<file path="config.mk">
export PLATFORM = sky130hd
export DESIGN_NAME = bus_scheduler
export DESIGN_NICKNAME = d
export VERILOG_FILES = /design/src/rtl/bus_scheduler.sv
export SDC_FILE = /design/constraint.sdc
export NUM_CORES = 1
export LEC_CHECK = 0
export CORE_ASPECT_RATIO = 0.8
export CORE_MARGIN = 10
export CORE_UTILIZATION = 55
export DETAILED_ROUTE_END_ITERATION = 10
export PLACE_DENSITY = 0.79
export SETUP_SLACK_MARGIN = 0.02
export SYNTH_ARGS = -nofsm -noshare
export SYNTH_HDL_FRONTEND = slang
export SYNTH_SLANG_ARGS = --single-unit
</file>
<file path="constraint.sdc">
create_clock -name clk -period 2.3 [get_ports clk]
set_input_delay 0.345 -clock clk [delete_from_list [all_inputs] [get_ports clk]]
set_output_delay 0.345 -clock clk [all_outputs]
set_load 0.1 [all_outputs]
</file>
<file path="src/rtl/bus_scheduler.sv">
// bus_scheduler
//   Round-robin scheduler for a serial system bus shared by two masters and
//   three slaves. Grants the bus to one master, decodes the two slave-select
//   bits at the head of that master's serial address, holds the grant until
//   the transaction completes, and forces a release with an error pulse on a
//   bad select code or a stall.
//
// Ports
//   clk            bus clock, rising edge
//   rst            synchronous active-high reset
//   breq1/breq2    level bus requests from master 1 / master 2
//   mvalid/mwdata  serial valid/data from the master chosen by msel (MSB first)
//   sready1..3     slave ready, 1 = slave idle
//   bgrant1/2      registered bus grants (one-hot or zero)
//   msel           master mux select (0 = master 1, 1 = master 2)
//   ssel           slave select (0 = none, 1..3 = slave 1..3)
//   berr           one-cycle error pulse (decode error or timeout)
//   busy           scheduler not idle
//   dbg_state      current FSM state for observation
//
// Handshake: mwdata is consumed only on cycles where mvalid is 1; there is no
// back-pressure toward the master. sready is a level status (1 = idle) and is
// only used to qualify completion together with the owner dropping breq.
//
// The bus outputs (bgrant*, ssel, berr, busy) are registered images of the
// FSM state, so they trail the state by one cycle. msel is written together
// with the state on the arbitration edge so the interconnect mux is already
// steered toward the winner when its grant becomes visible.

module bus_scheduler #(
  parameter int TIMEOUT   = 255,
  parameter int CNT_WIDTH = 8
) (
  input  logic       clk,
  input  logic       rst,
  input  logic       breq1,
  input  logic       breq2,
  input  logic       mvalid,
  input  logic       mwdata,
  input  logic       sready1,
  input  logic       sready2,
  input  logic       sready3,
  output logic       bgrant1,
  output logic       bgrant2,
  output logic       msel,
  output logic [1:0] ssel,
  output logic       berr,
  output logic       busy,
  output logic [2:0] dbg_state
);

  typedef enum logic [2:0] {
    S_IDLE  = 3'd0,
    S_GRANT = 3'd1,
    S_ADDR  = 3'd2,
    S_BUSY  = 3'd3,
    S_REL   = 3'd4
  } state_t;

  localparam logic [CNT_WIDTH-1:0] TMO = CNT_WIDTH'(TIMEOUT);

  state_t               state, state_nx;
  logic                 msel_nx;
  logic                 last, last_nx;     // last served master: 0 = m1, 1 = m2
  logic                 bit1, bit1_nx;     // first select bit
  logic [1:0]           sel, sel_nx;       // decoded slave index 0..2
  logic [CNT_WIDTH-1:0] cnt, cnt_nx;
  logic                 err, err_nx;       // current release carries an error

  logic req_own;
  logic slave_rdy;
  logic tmo;
  logic on_bus;

  assign req_own   = msel ? breq2 : breq1;
  assign tmo       = (cnt == TMO);
  assign on_bus    = (state == S_GRANT) || (state == S_ADDR) || (state == S_BUSY);
  assign dbg_state = state;

  always_comb begin
    slave_rdy = 1'b1;
    case (sel)
      2'd0:    slave_rdy = sready1;
      2'd1:    slave_rdy = sready2;
      2'd2:    slave_rdy = sready3;
      default: slave_rdy = 1'b1;
    endcase
  end

  always_comb begin
    state_nx = state;
    msel_nx  = msel;
    last_nx  = last;
    bit1_nx  = bit1;
    sel_nx   = sel;
    cnt_nx   = cnt;
    err_nx   = 1'b0;
    case (state)
      S_IDLE: begin
        if (breq1 || breq2) begin
          // On a tie the master that was not served last wins.
          msel_nx  = (breq1 && breq2) ? ~last : breq2;
          cnt_nx   = '0;
          state_nx = S_GRANT;
        end
      end
      S_GRANT: begin
        cnt_nx = cnt + 1'b1;
        if (tmo) begin
          err_nx   = 1'b1;
          state_nx = S_REL;
        end else if (!req_own) begin
          state_nx = S_REL;
        end else if (mvalid) begin
          bit1_nx  = mwdata;
          state_nx = S_ADDR;
        end
      end
      S_ADDR: begin
        cnt_nx = cnt + 1'b1;
        if (tmo) begin
          err_nx   = 1'b1;
          state_nx = S_REL;
        end else if (!req_own) begin
          state_nx = S_REL;
        end else if (mvalid) begin
          if (bit1 && mwdata) begin
            err_nx   = 1'b1;     // select code 11 has no slave behind it
            state_nx = S_REL;
          end else begin
            sel_nx   = {bit1, mwdata};
            cnt_nx   = '0;
            state_nx = S_BUSY;
          end
        end
      end
      S_BUSY: begin
        cnt_nx = cnt + 1'b1;
        if (tmo) begin
          err_nx   = 1'b1;
          state_nx = S_REL;
        end else if (!req_own && slave_rdy) begin
          state_nx = S_REL;
        end
      end
      S_REL: begin
        last_nx  = msel;
        state_nx = S_IDLE;
      end
      default: state_nx = S_IDLE;
    endcase
  end

  always_ff @(posedge clk) begin
    if (rst) begin
      state   <= S_IDLE;
      msel    <= 1'b0;
      last    <= 1'b1;
      bit1    <= 1'b0;
      sel     <= 2'd0;
      cnt     <= '0;
      err     <= 1'b0;
      bgrant1 <= 1'b0;
      bgrant2 <= 1'b0;
      ssel    <= 2'd0;
      berr    <= 1'b0;
      busy    <= 1'b0;
    end else begin
      state   <= state_nx;
      msel    <= msel_nx;
      last    <= last_nx;
      bit1    <= bit1_nx;
      sel     <= sel_nx;
      cnt     <= cnt_nx;
      err     <= err_nx;
      bgrant1 <= on_bus && !msel;
      bgrant2 <= on_bus && msel;
      ssel    <= (state == S_BUSY) ? (sel + 2'd1) : 2'd0;
      berr    <= (state == S_REL) && err;
      busy    <= (state != S_IDLE);
    end
  end

endmodule

</file>
==> out/qor.csv, run 1 <==
metric;value;unit
Worst Path Buf+Inv;1;
vias in the first global route;968;
Area Growth Syn to Fin;17.4;%
# setup viols final;0;
Synth Register Bits;23;
Startpoint Class;flop;
share of layout cells above drive strength 1;0.185;
Hold Startpoint;err;
Vias;985;
CTS sink cnt;23;
Max Fclk;0.560;GHz
number of synthesized flops with an enable pin;0;
GRT Util Overall;0.132;
CP top delay family;flip-flops;
post-cts gate resize count;0;
Routability Congestion;0.821;
r2r endpoint;dbg_state[1];
worst vdd ir;0.660;mV
HP Class;reg2reg;
sequential-to-total area share from yosys stat;0.395;
Slew Limit Fails;0;
P_leak;0.522;nW
setup TNS;0;ns
Die H;61.2;um
final standard cell area without fillers;1370;um2
Synth Cell Area;1160;um2
CTS tree;built;
Antenna Diode Count;0;
Post-synth ARST share;0;
clk slew on worst S/H paths;0.13;ns
HPWL after DPL;2060;um
initial core utilization;0.599;
first-pass GRT wire length;4570;um
hold path depth;1;
Hold Violations, Final;0;
FF+latch area;460;um2
Ys Warns;0;
CTS H-tree lvls;1;
Synth top area share;0.395;
WL final;2640;um
most frequent cells in the layout;dfxtp_1, nor2_1, nand2_1, buf_4, clkdlybuf4s50_1;
fill cell count;152;
Worst-Margin Slew;0.591;ns
total gr overflow;0;
Crit Path Class;reg2out;
CP max stage cell;dfxtp_1;
commonest non-fill, non-tap cell in the layout;dfxtp_1;
area of the multi-input gates;676;um2
post-synthesis area per instance;9.17;um2
root buffer cell;clkbuf_4;
Worst Skew;0.00890;ns
hold slack;0.465;ns
post-DR wirelength/cell;15.5;um
Final ANT Viol Nets;0;
MaxCap Viol Count;0;
worst-case clock buffer depth;2;
Iteration-0 DRC Markers;89;
critical path capture point type;primary output;
Die ar.;4370;um2
DP Area;1340;um2
fin crit share;0.777;
vias per inst;5.79;
Core Rows;14;
RSZ-0062 raised after global routing;no;
CP arrival;1.44;ns
Final min period;1.79;ns
post-synth cell types;42;
critical path, cell by cell;buf_4;
critical path fanouts, max;16;
Worst R2R Path Depth;6;
WP depth;1;
Worst R2R Start;cnt[0];
Largest stage delay, worst path;0.72;ns
headroom to the max-slew limit;0.605;
Core Area;1940;um2
Nets;161;
Req. time, crit path;1.96;ns
status;completed;
DRC;0;
later-pin clock latency in the skew report;0.33;ns
pin count of the biggest net entering global routing;17;
Post-Syn Instances;127;
P per Cell Area;914;nW/um2
I/O Buffers;18;
setup bufs post-CTS;0;
Die X;71.5;um
Reg2Reg Setup Slack;0.59;ns
Hold EP;berr;
post-synthesis net count;141;
I/O pins;19;
Core Util, Final;0.703;
top post-synthesis cells by area;dfxtp_1, nor2_1, ha_1;
Yosys top cell by area;dfxtp_1;
ys flop type;dfxtp_1;
CTS Buf Count;3;
CTS Hold Bufs;0;
initial antenna violation count;0;
drt pass-1 iters;4;
## final cells by class
type,count,area share
sequential,23,0.337
multi-input combinational,97,0.494
timing repair buffer,19,0.119
inverter,3,0.00823
tap,24,0.0220
clock buffer,3,0.0165
clock inverter,1,0.00366
## kinds of logic after synthesis
group	share of synthesized area
xor gates and xnor gates	0.0451
AOI/OAI and AO/OA	0.158
muxes	0.0387
and+or+nand+nor	0.285
DFF	0.395
buffers and inverters	0.0247
adders and majority gates	0.0537
## synthesized netlist by cell type (2+ instances only)
| cell type | n |
|---|---|
| and3_2 | 2 |
| nand3_1 | 4 |
| nor3_1 | 5 |
| nand4b_1 | 2 |
| ha_1 | 5 |
| o21bai_1 | 2 |
| nand2_1 | 11 |
| clkbuf_1 | 2 |
| nor4_1 | 3 |
| a32oi_1 | 2 |
| dfxtp_1 | 23 |
| inv_1 | 3 |
| a21oi_1 | 4 |
| nand2b_1 | 3 |
| nor2_1 | 18 |
| xor2_1 | 5 |
| nand4_1 | 2 |
| mux2i_1 | 3 |
| o21ai_0 | 2 |
| buf_2 | 2 |
| nor2b_1 | 2 |
| nor3b_1 | 2 |
## metal layers
| layer | share of wire | vias to the layer above | routed length (um) | track usage |
|---|---|---|---|---|
| met5 | 0 | - | 0 | 0 |
| met4 | 0.017 | 0 | 44 | 0.0634 |
| met3 | 0.066 | 5 | 175 | 0.0466 |
| met2 | 0.42 | 30 | 1110 | 0.190 |
| met1 | 0.49 | 459 | 1300 | 0.172 |
| li1 | - | 491 | - | - |
## worst max path at each step
stage / from / endpoint / slack (ns)
2_1_floorplan: msel / cnt[0] / 0.15
3_3_place_gp: breq1 / cnt[4] / 0.36
3_5_place_dp: breq1 / cnt[7] / 0.28
4_1_cts: dbg_state[2] / dbg_state[2] / 0.53
5_1_grt: cnt[0] / dbg_state[1] / 0.44
6_report: dbg_state[2] / dbg_state[2] / 0.51
## registers in the layout, summed over array words and instances, names as in the netlist
name / count
busy: 1
sel: 2
bit1: 1
berr: 1
bgrant1: 1
last: 1
ssel: 2
dbg_state: 3
err: 1
bgrant2: 1
msel: 1
cnt: 8
## power by group
| part | internal (mW) | switching [mW] | total [mW] |
|---|---|---|---|
| clock | 0.0653 | 0.128 | 0.193 |
| combinational | 0.157 | 0.391 | 0.548 |
| sequential | 0.441 | 0.0686 | 0.509 |
| total | 0.663 | 0.588 | 1.25 |
## metrics by stage
stage          cells  power, mW  worst slack (ns)
2_1_floorplan    127      0.941             0.154
3_3_place_gp     166       1.05             0.357
4_1_cts          170       1.25             0.533
5_1_grt          170       1.31             0.436
6_report         170       1.25             0.513
3_5_place_dp     166       1.06             0.282
Note: power is estimated with default switching activity, not from simulation.
==> run 2: changes to the inputs <==
Settings changed: CORE_UTILIZATION 55 to 51, PLACE_DENSITY 0.79 to 0.74.
Clock period 2.3 ns to 1.7 ns, I/O delays scaled along.
==> run 2 against run 1 <==
  * Final cell count up 8.8%
  * Clock skew shrank 0.0067 ns
  * Global-route usage grew 0.60 points
  * Routed wire length increased by 18%
  * Sequential share of layout area is 4.5 points lower
  * Non-clock buffer count increased by 14
==> out/qor.csv, run 2 (synthesized netlist as in run 1, its figures left out) <==
metric;value;unit
CP arrival;1.84;ns
root buffer cell;clkbuf_4;
most frequent cells in the layout;nor2_1, dfxtp_1, buf_4;
worst vdd ir;1.05;mV
pin count of the biggest net entering global routing;17;
Placement Setup Slack;-0.156;ns
RSZ-0062 raised after global routing;no;
I/O Buffers;18;
max reg flops;8;
later-pin clock latency in the skew report;0.32;ns
HPWL after DPL;2340;um
first-pass GRT wire length;5090;um
GRT Util Overall;0.138;
largest register by flop count;cnt;
status;completed;
Comb power frac;0.483;
Switch Pwr;0.843;mW
setup TNS;0;ns
HP Class;reg2reg;
sequential power share;0.382;
Die X;73.4;um
initial antenna violation count;0;
post-DR wirelength/cell;16.8;um
commonest non-fill, non-tap cell in the layout;nor2_1;
Placed Cells;179;
drt pass-1 iters;4;
P per Cell Area;1160;nW/um2
initial core utilization;0.540;
headroom to the max-slew limit;0.729;
Max Fclk;0.618;GHz
CTS Hold Bufs;0;
# setup viols final;0;
WL final;3120;um
vias in the first global route;1065;
CTS H-tree lvls;1;
fin crit share;0.953;
DRC;0;
worst-case clock buffer depth;2;
P_int;1.05;mW
Core Area;2160;um2
Nets;175;
switching share of power;0.445;
final non-filler cell total;185;
fill cell count;152;
Final ANT Viol Nets;0;
vias per inst;6.02;
Startpoint Class;flop;
Die ar.;4610;um2
clock share of power;0.135;
Routability Congestion;0.868;
Hold Violations, Final;0;
CTS Buf Count;3;
CTS sink cnt;23;
final standard cell area without fillers;1630;um2
PnR worst setup slack;0.0806;ns
Area Growth Syn to Fin;40.3;%
P_leak;0.627;nW
Crit Path Class;reg2reg;
MaxCap Viol Count;0;
total gr overflow;0;
Final min period;1.62;ns
Die H;62.7;um
Core Rows;15;
DP Area;1570;um2
share of layout cells above drive strength 1;0.319;
I/O pins;19;
Worst Skew;0.00218;ns
critical path capture point type;flop;
Vias;1114;
Worst-Margin Slew;0.404;ns
CTS tree;built;
Antenna Diode Count;0;
Slew Limit Fails;0;
critical path fanouts, max;7;
total power;1.89;mW
Iteration-0 DRC Markers;80;
Req. time, crit path;1.92;ns
clk slew on worst S/H paths;0.12;ns
-- run 2: changes by cell type in the layout (fill, tap and decap cells not counted), sizes merged --
| cell | before | now |
|---|---|---|
| clkinv | 1 | 0 |
| clkbuf | 3 | 4 |
| buf | 11 | 25 |
-- run 2: worst max-delay path, stage by stage (launching register included) --
cell,delay (ns)
dfxtp_2,0.37
ha_1,0.19
nand3_2,0.14
o21ai_4,0.23
buf_4,0.15
o21ai_2,0.10
o21bai_4,0.26
nor2_1,0.08
-- run 2: stage by stage --
stage               hold WS [ns]  utilization
CTS                        0.484        0.745
global placement           0.453        0.727
global route               0.494        0.757
floorplan                  0.349            -
finish                     0.477        0.757
detailed placement         0.458        0.727
-- run 2: power by group through the flow --
stage	registers, mW	clock network [mW]	logic, mW
4_1_cts	0.714	0.263	0.892
5_1_grt	0.732	0.292	0.960
3_5_place_dp	0.726	0	0.884
3_3_place_gp	0.721	0	0.865
2_1_floorplan	0.937	0	0.348
6_report	0.723	0.255	0.915
-- run 2: final timing paths --
check | end | from | slack [ns] | cells after the start
worst max-delay path | cnt[3] | cnt[0] | 0.08 | 7
worst max register to register | cnt[3] | cnt[0] | 0.08 | 7
worst min register to register | last | last | 0.48 | 1
worst min-delay path | last | last | 0.48 | 1
-- run 2: repair_timing --
item,CTS,global route
pin swaps,1,3
buffers inserted,1,1
endpoints found under the setup margin,5,12
resized for setup,1,6
-- run 2: layout make-up --
cell class                      count  area, um2  share of cell area
Inverter                            3       11.3             0.00689
Tap cell                           25       31.3              0.0191
Timing Repair Buffer               33        393               0.240
Sequential cell                    23        477               0.292
Clock buffer                        4       26.3              0.0161
Multi-Input combinational cell     97        696               0.426
-- run 2: routing by layer --
layer | track usage | vias up | share of wire
met1 | 0.167 | 511 | 0.40
met3 | 0.0524 | 14 | 0.095
met5 | 0 | - | 0
met4 | 0.0767 | 0 | 0.039
met2 | 0.202 | 64 | 0.46
li1 | - | 525 | -
==> run 3: changes to the inputs <==
Settings changed: ABC_CLOCK_PERIOD_IN_PS set to 1700.
==> results of run 3 <==
Same layout as run 2: the final DEF is identical, and so are final timing and power.
